[config.mk]
export PLATFORM = sky130hd
export DESIGN_NAME = fetch_sequencer
export DESIGN_NICKNAME = d
export VERILOG_FILES = /design/src/rtl/fetch_sequencer.sv
export SDC_FILE = /design/constraint.sdc
export NUM_CORES = 1
export LEC_CHECK = 0
export ABC_AREA = 1
export CORE_MARGIN = 5
export CORE_UTILIZATION = 37
export CTS_CLUSTER_DIAMETER = 150
export CTS_CLUSTER_SIZE = 12
export DETAILED_ROUTE_END_ITERATION = 16
export DONT_BUFFER_PORTS = 1
export GPL_TIMING_DRIVEN = 0
export RECOVER_POWER = 50
export SETUP_SLACK_MARGIN = 0.1
export SYNTH_ARGS = -nofsm -noshare
export SYNTH_HDL_FRONTEND = slang
export SYNTH_SLANG_ARGS = --single-unit
[constraint.sdc]
create_clock -name clk_i -period 13.45 [get_ports clk_i]
set_input_delay 0.6725 -clock clk_i [delete_from_list [all_inputs] [get_ports clk_i]]
set_output_delay 0.6725 -clock clk_i [all_outputs]
set_load 0.005 [all_outputs]
[src/rtl/fetch_sequencer.sv]
// Y86-64 fetch sequencer: owns PC, streams aligned instruction words
// into a 24-byte queue and presents an 80-bit window to the fetch stage.
module fetch_sequencer #(
    parameter logic [63:0] RESET_PC = 64'h0
) (
    input  logic        clk_i,
    input  logic        rst_i,
    output logic        imem_req_o,
    output logic [63:0] imem_addr_o,
    input  logic        imem_rvalid_i,
    input  logic [63:0] imem_rdata_i,
    input  logic        imem_err_i,
    input  logic        redirect_i,
    input  logic [63:0] redirect_pc_i,
    output logic        inst_valid_o,
    input  logic        inst_ready_i,
    output logic [63:0] pc_o,
    output logic [79:0] instruction_o,
    output logic [2:0]  stat_o
);

    typedef enum logic [1:0] {S_RUN, S_HLT, S_ADR, S_INS} state_e;

    state_e       state_q, state_d;
    logic [63:0]  pc_q, pc_d;
    logic [63:0]  fa_q, fa_d;
    logic [2:0]   skip_q, skip_d;
    logic [4:0]   count_q, count_d;
    logic [191:0] queue_q, queue_d;
    logic         out_q, out_d;
    logic         disc_q, disc_d;
    logic         err_q, err_d;

    logic         run;
    logic [3:0]   icode;
    logic [3:0]   head_len;
    logic         xfer;
    logic [3:0]   consumed;
    logic         resp;
    logic         append;
    logic [3:0]   app_n;
    logic [4:0]   base;
    logic [63:0]  word_sh;
    logic [191:0] shifted;
    logic [191:0] app_vec;

    function automatic logic [3:0] inst_len(input logic [3:0] ic);
        logic [3:0] l;
        case (ic)
            4'h2, 4'h6, 4'hA, 4'hB: l = 4'd2;
            4'h7, 4'h8:             l = 4'd9;
            4'h3, 4'h4, 4'h5:       l = 4'd10;
            default:                l = 4'd1;
        endcase
        return l;
    endfunction

    // Bytes past count are kept zero, so an empty queue decodes as icode 0.
    assign icode    = queue_q[7:4];
    assign head_len = inst_len(icode);
    assign run      = (state_q == S_RUN);

    assign inst_valid_o  = run && (count_q >= 5'(head_len)) && !redirect_i;
    assign imem_req_o    = run && !out_q && (count_q <= 5'd16)
                           && !redirect_i && !err_q;
    assign imem_addr_o   = fa_q;
    assign pc_o          = pc_q;
    assign instruction_o = queue_q[79:0];

    assign xfer     = inst_valid_o && inst_ready_i;
    assign consumed = xfer ? head_len : 4'd0;
    assign resp     = imem_rvalid_i && out_q;
    assign append   = resp && !disc_q && !imem_err_i;
    assign app_n    = append ? (4'd8 - {1'b0, skip_q}) : 4'd0;
    assign base     = count_q - 5'(consumed);
    assign word_sh  = imem_rdata_i >> {skip_q, 3'b000};
    assign shifted  = queue_q >> {consumed, 3'b000};
    assign app_vec  = {128'b0, word_sh} << {base, 3'b000};

    always_comb begin
        state_d = state_q;
        pc_d    = pc_q;
        fa_d    = fa_q;
        skip_d  = skip_q;
        count_d = count_q;
        queue_d = queue_q;
        out_d   = out_q;
        disc_d  = disc_q;
        err_d   = err_q;
        if (redirect_i) begin
            state_d = S_RUN;
            pc_d    = redirect_pc_i;
            fa_d    = {redirect_pc_i[63:3], 3'b000};
            skip_d  = redirect_pc_i[2:0];
            count_d = 5'd0;
            queue_d = '0;
            err_d   = 1'b0;
            // An in-flight response still has to drain before refetching.
            disc_d  = out_q && !imem_rvalid_i;
            out_d   = out_q && !imem_rvalid_i;
        end else begin
            if (resp) begin
                out_d = 1'b0;
                if (disc_q)
                    disc_d = 1'b0;
                else if (imem_err_i)
                    err_d = 1'b1;
                else
                    skip_d = 3'd0;
            end
            queue_d = shifted | (append ? app_vec : '0);
            count_d = base + 5'(app_n);
            if (xfer)
                pc_d = pc_q + 64'(head_len);
            if (imem_req_o) begin
                out_d = 1'b1;
                fa_d  = fa_q + 64'd8;
            end
            unique case (state_q)
                S_RUN: begin
                    if (xfer && icode == 4'h0)
                        state_d = S_HLT;
                    else if (xfer && icode >= 4'hC)
                        state_d = S_INS;
                    else if (err_q && count_q < 5'(head_len))
                        state_d = S_ADR;
                end
                S_HLT, S_ADR, S_INS: state_d = state_q;
            endcase
        end
    end

    always_comb begin
        stat_o = 3'd1;
        unique case (state_q)
            S_RUN: stat_o = 3'd1;
            S_HLT: stat_o = 3'd2;
            S_ADR: stat_o = 3'd3;
            S_INS: stat_o = 3'd4;
        endcase
    end

    always_ff @(posedge clk_i or posedge rst_i) begin
        if (rst_i) begin
            state_q <= S_RUN;
            pc_q    <= RESET_PC;
            fa_q    <= {RESET_PC[63:3], 3'b000};
            skip_q  <= RESET_PC[2:0];
            count_q <= 5'd0;
            queue_q <= '0;
            out_q   <= 1'b0;
            disc_q  <= 1'b0;
            err_q   <= 1'b0;
        end else begin
            state_q <= state_d;
            pc_q    <= pc_d;
            fa_q    <= fa_d;
            skip_q  <= skip_d;
            count_q <= count_d;
            queue_q <= queue_d;
            out_q   <= out_d;
            disc_q  <= disc_d;
            err_q   <= err_d;
        end
    end

endmodule

==> flow_summary.toml, run 1 <==
[run_status]
status = "finished, violations left"
violations = "capacitance limit, slew limit"

[worst_setup_path]
cp_max_fo = 93
crit_path_end = "skip_q[2]"
reg2reg_to = "queue_q[134]"
timing.critical_path.buf_inv = 2
worstSetupPathType = "in2async"
critPathSlowestCell = "clkbuf_1"
path_depth = 2
cp-startpoint = "rst_i"
endpoint_kind = "async pin"
timing.rr.start = "queue_q[7]"
crit_arrival_ps = 7350
cpPeakStageDelay_ps = 4180
startpoint_type = "input pin"
required_ps = 12800
crit_family = "buffers and inverters"
crit_chain = "clkinvlp_2, clkbuf_1"
r2r_slack_ps = 6240
r2r_cells = 24

[clock_tree]
clockBufferDepth = 3
hold_buffers = 0
tritoncts = "done"
cts_root_buf = "clkbuf_16"
cts_resized = 0
cts_made_buffers = 31
htreeDepth = 1
path_clk_slew_ps = 60
clk_latency_ps = 650
numClockSinks = 330
post_cts_buffers = 0

[logic_synthesis]
synth_edf_count = 0
ys_ff_latch = 330
yosysSeqAreaShare = 0.288
synth_async_sr_flop_share = 1.00
ys_warn_count = 0
yosysUniqueCellTypes = 47
synthCells = 4781
syn_area_sq_um = 28700
avgSynthCellArea_sq_um = 5.99
ys.flop_type = "dfrtp_1"

[floorplan]
initial_core_util = 0.372
die_h_microns = 288
die_area_sq_um = 83100
pin_count = 347
core_area_sq_um = 77100
num_rows = 102
fp.dieW_microns = 288

[global_route]
track_usage = 0.440
grt_pass1_wl_mm = 260
antenna_found_initial = 16
gr-total-overflow = 0
grt_pass1_vias = 31600
grt_max_degree = 94

[finish]
area_delta_synth_final_pct = 7.52
post-route-util = 0.400
post_route_cells_drive_above_1_share = 0.0591
final_common_cell = "nand2_1"
nNetsFinal = 4973
fillerInstances = 8721
finalNonFillerCells = 5868
layout_common_cells = "nand2_1 (1691), nand3_1 (713), nor2_1 (409), inv_1 (387), dfrtp_1 (330)"

[route]
avgRoutedWirePerCell_microns = 32.6
drc = 0
viasPerCell = 6.06
dr.pass1.iters = 6
ant_nets = 0
drt_iter0_markers = 5849
routed_wirelength_mm = 191
vias = 35600

[timing]
fmax_ghz = 0.125
relSlewSlack = -2.84
drv_slew = 260
rsz0062_at_grt = "no"
finalCritPeriodShare = 0.595
post-route-min-period_ps = 8010
skew_ps = 20.5
worstMarginPinSlew_ps = 5760
finalSetupViolCount = 0
hold_violations = 0
fin_ws_ps = 5440

[power_and_ir_drop]
p_sw_uw = 4770
leakage_uw = 0.0145
p_comb_frac = 0.665
p_int_uw = 2710
fin_total_pwr_uw = 7480
switching_share = 0.638
p_seq_frac = 0.220
power_density_nw_per_um2 = 243
vdd_drop_max_mv = 0.119
clock_power_share = 0.115

[placement]
post-place-ws_ps = 6730
io_buffers = 0
gp_congestion = 1.05
place_hpwl_mm = 152
dp.cells = 5826

[worst_hold_path]
hp-class = "in2reg"

[job]
maxCapViolCount = 3
==> how the worst min path moves through the flow <==
stage                   from    endpoint  depth (start not counted)
6_report       imem_rvalid_i       out_q                          1
5_1_grt        imem_rvalid_i       out_q                          1
4_1_cts                rst_i    pc_o[57]                          1
3_5_place_dp      state_q[0]  state_q[0]                          2
3_3_place_gp      state_q[0]  state_q[0]                          2
2_1_floorplan     state_q[0]  state_q[0]                          2
==> stage by stage <==
stage | hold slack, ps | TNS (ps) | area, sq um
floorplan | 470 | 0 | 28700
global placement | 529 | -443140 | 30000
detailed placement | 529 | 0 | 30100
CTS | 17.1 | 0 | 30800
global route | 150 | 0 | 30800
finish | 140 | 0 | 30800
==> sequential cells by signal (all words and copies together) (netlist names) <==
name	count
count_q	5
disc_q	1
err_q	1
imem_addr_o	61
out_q	1
pc_o	64
queue_q	192
skip_q	3
state_q	2
==> worst reg2reg max path: stages (launching register included) <==
cell	delay, ps
dfrtp_1	440
inv_1	160
nand2_1	90
a21oi_2	450
inv_2	210
ha_1	330
nand2_1	70
o21ai_0	190
nand2_1	140
nand3_4	180
nand3_4	130
nor2_4	150
buf_4	180
buf_2	500
ha_1	260
inv_1	60
fa_1	500
clkbuf_1	240
inv_2	160
clkbuf_1	420
buf_1	540
nand4_1	590
o21ai_0	960
a21oi_1	90
nor2_1	120
==> logic make-up after synthesis <==
logic type      count (synthesis)  synth area share
flops                         330             0.288
simple gates                 3047             0.452
xor+xnor                       97            0.0299
buf+inv                       766             0.119
other cells                     1          0.000131
fa+ha+maj                      20           0.00952
compound gates                520             0.101
==> cell type report <==
class,count,area (sq um),area share
Antenna cell,9,22.5,0.000731
Buffer,360,1880,0.0610
Clock buffer,31,776,0.0252
Clock inverter,2,17.5,0.000569
Inverter,406,1530,0.0495
Multi-Input combinational cell,3687,17000,0.552
Sequential cell,330,8260,0.268
Tap cell,1040,1300,0.0422
Timing Repair Buffer,3,35.0,0.00114
==> cell usage after synthesis, types with 25 or more instances <==
master	instances	area share
dfrtp_1	330	0.29
xor2_1	71	0.022
xnor2_1	25	0.0076
clkbuf_1	113	0.015
nor2_1	409	0.054
inv_1	388	0.051
buf_2	105	0.018
nand4_1	95	0.021
nand3_1	713	0.12
buf_4	96	0.025
o21ai_0	155	0.027
a21oi_1	229	0.040
nand3b_1	27	0.0071
nor3_1	51	0.0089
nor4_1	29	0.0063
buf_1	40	0.0052
nand2_1	1691	0.22
o211ai_1	67	0.018
==> metal layers <==
layer  global-route usage  share of wire  up-vias
li1                     -              -    15500
met5                    0        0.00019        -
met1                0.633           0.42    16900
met2                0.602           0.39     2730
met4                0.137          0.041        8
met3                0.171           0.15      423
==> power by group through the flow <==
stage / clock (uW) / sequential [uW] / combinational (uW)
after floorplan: 0 / 1430 / 2760
after global placement: 0 / 1650 / 4680
after detailed placement: 0 / 1640 / 4680
after CTS: 850 / 1620 / 4700
after global routing: 876 / 1650 / 5140
final: 859 / 1650 / 4970
Note: power is estimated with default switching activity, not from simulation.
==> inputs of run 2 (changes only) <==
--- a/config.mk
+++ b/config.mk
@@ -5,7 +5,7 @@
 export SDC_FILE = /design/constraint.sdc
 export NUM_CORES = 1
 export LEC_CHECK = 0
-export ABC_AREA = 1
+export ABC_AREA = 0
 export CORE_MARGIN = 5
 export CORE_UTILIZATION = 37
 export CTS_CLUSTER_DIAMETER = 150
==> constraint.sdc (replaced) <==
create_clock -name clk_i -period 6.9 [get_ports clk_i]
set_input_delay 0.345 -clock clk_i [delete_from_list [all_inputs] [get_ports clk_i]]
set_output_delay 0.345 -clock clk_i [all_outputs]
set_load 0.005 [all_outputs]
==> run 2 against run 1 <==
  * The run ends with hold timing, capacitance limit, slew limit left
  * Clock power rose by 92%
  * Via count fell by 14%
  * Synthesized cell count fell by 35%
  * Non-clock buffer count rose by 89
  * Final cell count fell by 29%
  * Flip-flop and latch count did not move
  * Sequential power rose by 76%
  * Clock skew rose by 13 ps
  * Die area fell by 11%
  * Setup slack got worse by 5400 ps
  * Critical endpoint is now queue_q[135]
==> flow_summary.toml, run 2 <==
[run_status]
status = "finished, violations left"
violations = "hold timing, capacitance limit, slew limit"

[worst_hold_path]
hold_end = "pc_o[1]"
hp-class = "in2reg"
min_from = "redirect_pc_i[1]"
holdPathStages = 2

[floorplan]
initial_core_util = 0.375
fp.dieW_microns = 271
num_rows = 95
core_area_sq_um = 67400
pin_count = 347
die_h_microns = 271
die_area_sq_um = 73600

[logic_synthesis]
synthCells = 3109
synth_async_sr_flop_share = 1.00
yosys.area.top_type = "dfrtp_1"
synth_edf_count = 0
yosysSeqAreaShare = 0.327
synth_commonest_cells = "nand2_1 (511), dfrtp_1 (330), nor2_1 (217)"
yosysUniqueCellTypes = 92
avgSynthCellArea_sq_um = 8.12
yosys.area.top_type_share = 0.327
ys_ff_latch = 330
synthTopCellsByArea = "dfrtp_1 (33%), nand2_1 (7.6%), mux2i_1 (6.6%), a221oi_1 (4.0%), a21oi_1 (3.5%)"
ys.flop_type = "dfrtp_1"
synth.most_common_cell = "nand2_1"
syn_area_sq_um = 25300
ys_warn_count = 0

[route]
drc = 0
dr.pass1.iters = 9
routed_wirelength_mm = 180
drt_iter0_markers = 5303
viasPerCell = 7.38
vias = 30600
avgRoutedWirePerCell_microns = 43.4
ant_nets = 0

[placement]
dp.cells = 3997
gp_congestion = 1.11
io_buffers = 0
place_hpwl_mm = 139

[finish]
area_delta_synth_final_pct = 17.5
post_route_cells_drive_above_1_share = 0.170
top_register = "queue_q"
final_common_cell = "nand2_1"
layout_common_cells = "nand2_1 (497), dfrtp_1 (327), nor2_1 (184), a21oi_1 (167), mux2i_1 (162)"
fillerInstances = 6809
post-route-util = 0.440
finalNonFillerCells = 4143
nNetsFinal = 3417
largest_reg_flops = 192

[worst_setup_path]
startpoint_type = "flip-flop"
endpoint_kind = "flip-flop"
worstSetupPathType = "reg2reg"
cpPeakStageDelay_ps = 520
critPathSlowestCell = "dfrtp_2"
cp_common_cell = "buf_4"
r2r_slack_ps = 70
required_ps = 7460
r2r_cells = 27
reg2reg_to = "queue_q[135]"
cp_max_fo = 11
crit_arrival_ps = 7390
timing.rr.start = "queue_q[7]"

[clock_tree]
tritoncts = "done"
numClockSinks = 330
clockBufferDepth = 3
path_clk_slew_ps = 70
cts_root_buf = "clkbuf_16"
clk_latency_ps = 660
htreeDepth = 1
cts_made_buffers = 31

[power_and_ir_drop]
power_density_nw_per_um2 = 489
leakage_uw = 0.0120
fin_total_pwr_uw = 14500
vdd_drop_max_mv = 0.305

[timing]
drv_slew = 320
relSlewSlack = -0.578
finalSetupViolCount = 0
post-route-min-period_ps = 6830
fin_hold_ws_ps = -5.02
fmax_ghz = 0.146
skew_ps = 33.9
hold_violations = 1
rsz0062_at_grt = "yes"
worstMarginPinSlew_ps = 2370
finalCritPeriodShare = 0.990

[global_route]
grt_pass1_wl_mm = 243
antenna_found_initial = 12
grt_pass1_vias = 27800
grt_max_degree = 42
gr-total-overflow = 0
track_usage = 0.465

[job]
maxCapViolCount = 10
## run 2: cell types whose count changed in the layout (fill, tap and decap cells not counted), moves of 76 or more
cell      delta
mux2i_1    +162
and3_1      +76
nand2_1   -1194
nand3_1    -611
inv_1      -353
nor2_1     -225
a221oi_1    +93
## run 2: kinds of logic (layout without fill, tap and decap cells)
kind of cell	after synthesis	after routing	share of synthesized area
AOI/OAI and AO/OA	975	975	0.267
xor gates and xnor gates	31	31	0.0108
buffers and inverters	374	526	0.0729
DFF	330	330	0.327
adders and majority gates	23	23	0.0120
muxes	238	238	0.104
other	1	10	0.000148
and+or+nand+nor	1137	1137	0.206
## run 2: where the power goes
group / total [uW] / switching, uW / internal (uW)
sequential: 2900 / 647 / 2260
combinational: 9950 / 7340 / 2620
clock: 1650 / 860 / 793
total: 14500 / 8840 / 5670
## run 2: critical path, delay by kind of cell, from the launching register on
| family | cells | cell delay (ps) |
|---|---|---|
| AND/OR/NAND/NOR | 7 | 1420 |
| flip-flops | 1 | 520 |
| buffers and inverters | 12 | 2690 |
| AO/OA/AOI/OAI | 5 | 1030 |
| multiplexers | 1 | 290 |
| adder cells (fa/ha/maj) | 2 | 690 |
## run 2: how the worst max path moves through the flow
| stage | cells after the start | start | end |
|---|---|---|---|
| 2_1_floorplan | 29 | queue_q[7] | count_q[4] |
| 3_3_place_gp | 25 | queue_q[7] | queue_q[168] |
| 3_5_place_dp | 25 | queue_q[7] | queue_q[168] |
| 4_1_cts | 26 | queue_q[7] | queue_q[39] |
| 5_1_grt | 28 | queue_q[7] | queue_q[101] |
| 6_report | 27 | queue_q[7] | queue_q[135] |
## run 2: metrics by stage
stage          instance area [sq um]  setup slack [ps]  TNS (ps)
5_1_grt                        29600              38.6         0
2_1_floorplan                  25300               780         0
4_1_cts                        29300              58.6         0
3_5_place_dp                   26600             -4910   -798070
3_3_place_gp                   26400             -4910   -898980
6_report                       29700              70.5         0
## run 2: per-layer routing
layer	GRT usage	vias to the layer above	part of all wire
li1	-	11900	-
met1	0.615	15100	0.39
met2	0.645	2842	0.39
met3	0.185	715	0.14
met4	0.255	4	0.079
met5	0	-	0.00019
## run 2: cell type report
| cell class | instances | area [sq um] | area share |
|---|---|---|---|
| multi-input combinational | 2407 | 16300 | 0.548 |
| timing repair buffer | 122 | 1140 | 0.0384 |
| clock buffer | 31 | 776 | 0.0262 |
| antenna | 7 | 17.5 | 0.000590 |
| buffer | 330 | 1930 | 0.0652 |
| clock inverter | 2 | 28.8 | 0.000970 |
| inverter | 41 | 160 | 0.00540 |
| tap | 873 | 1090 | 0.0368 |
| sequential | 330 | 8260 | 0.279 |
## run 2: repair_timing
action | in CTS | in global routing
setup endpoints to repair | 246 | 194
buffers inserted | 32 | 15
hold buffers | 62 | 0
resized for setup | 285 | 88
pin swaps | 19 | 9
endpoints found under the hold margin | 139 | 0
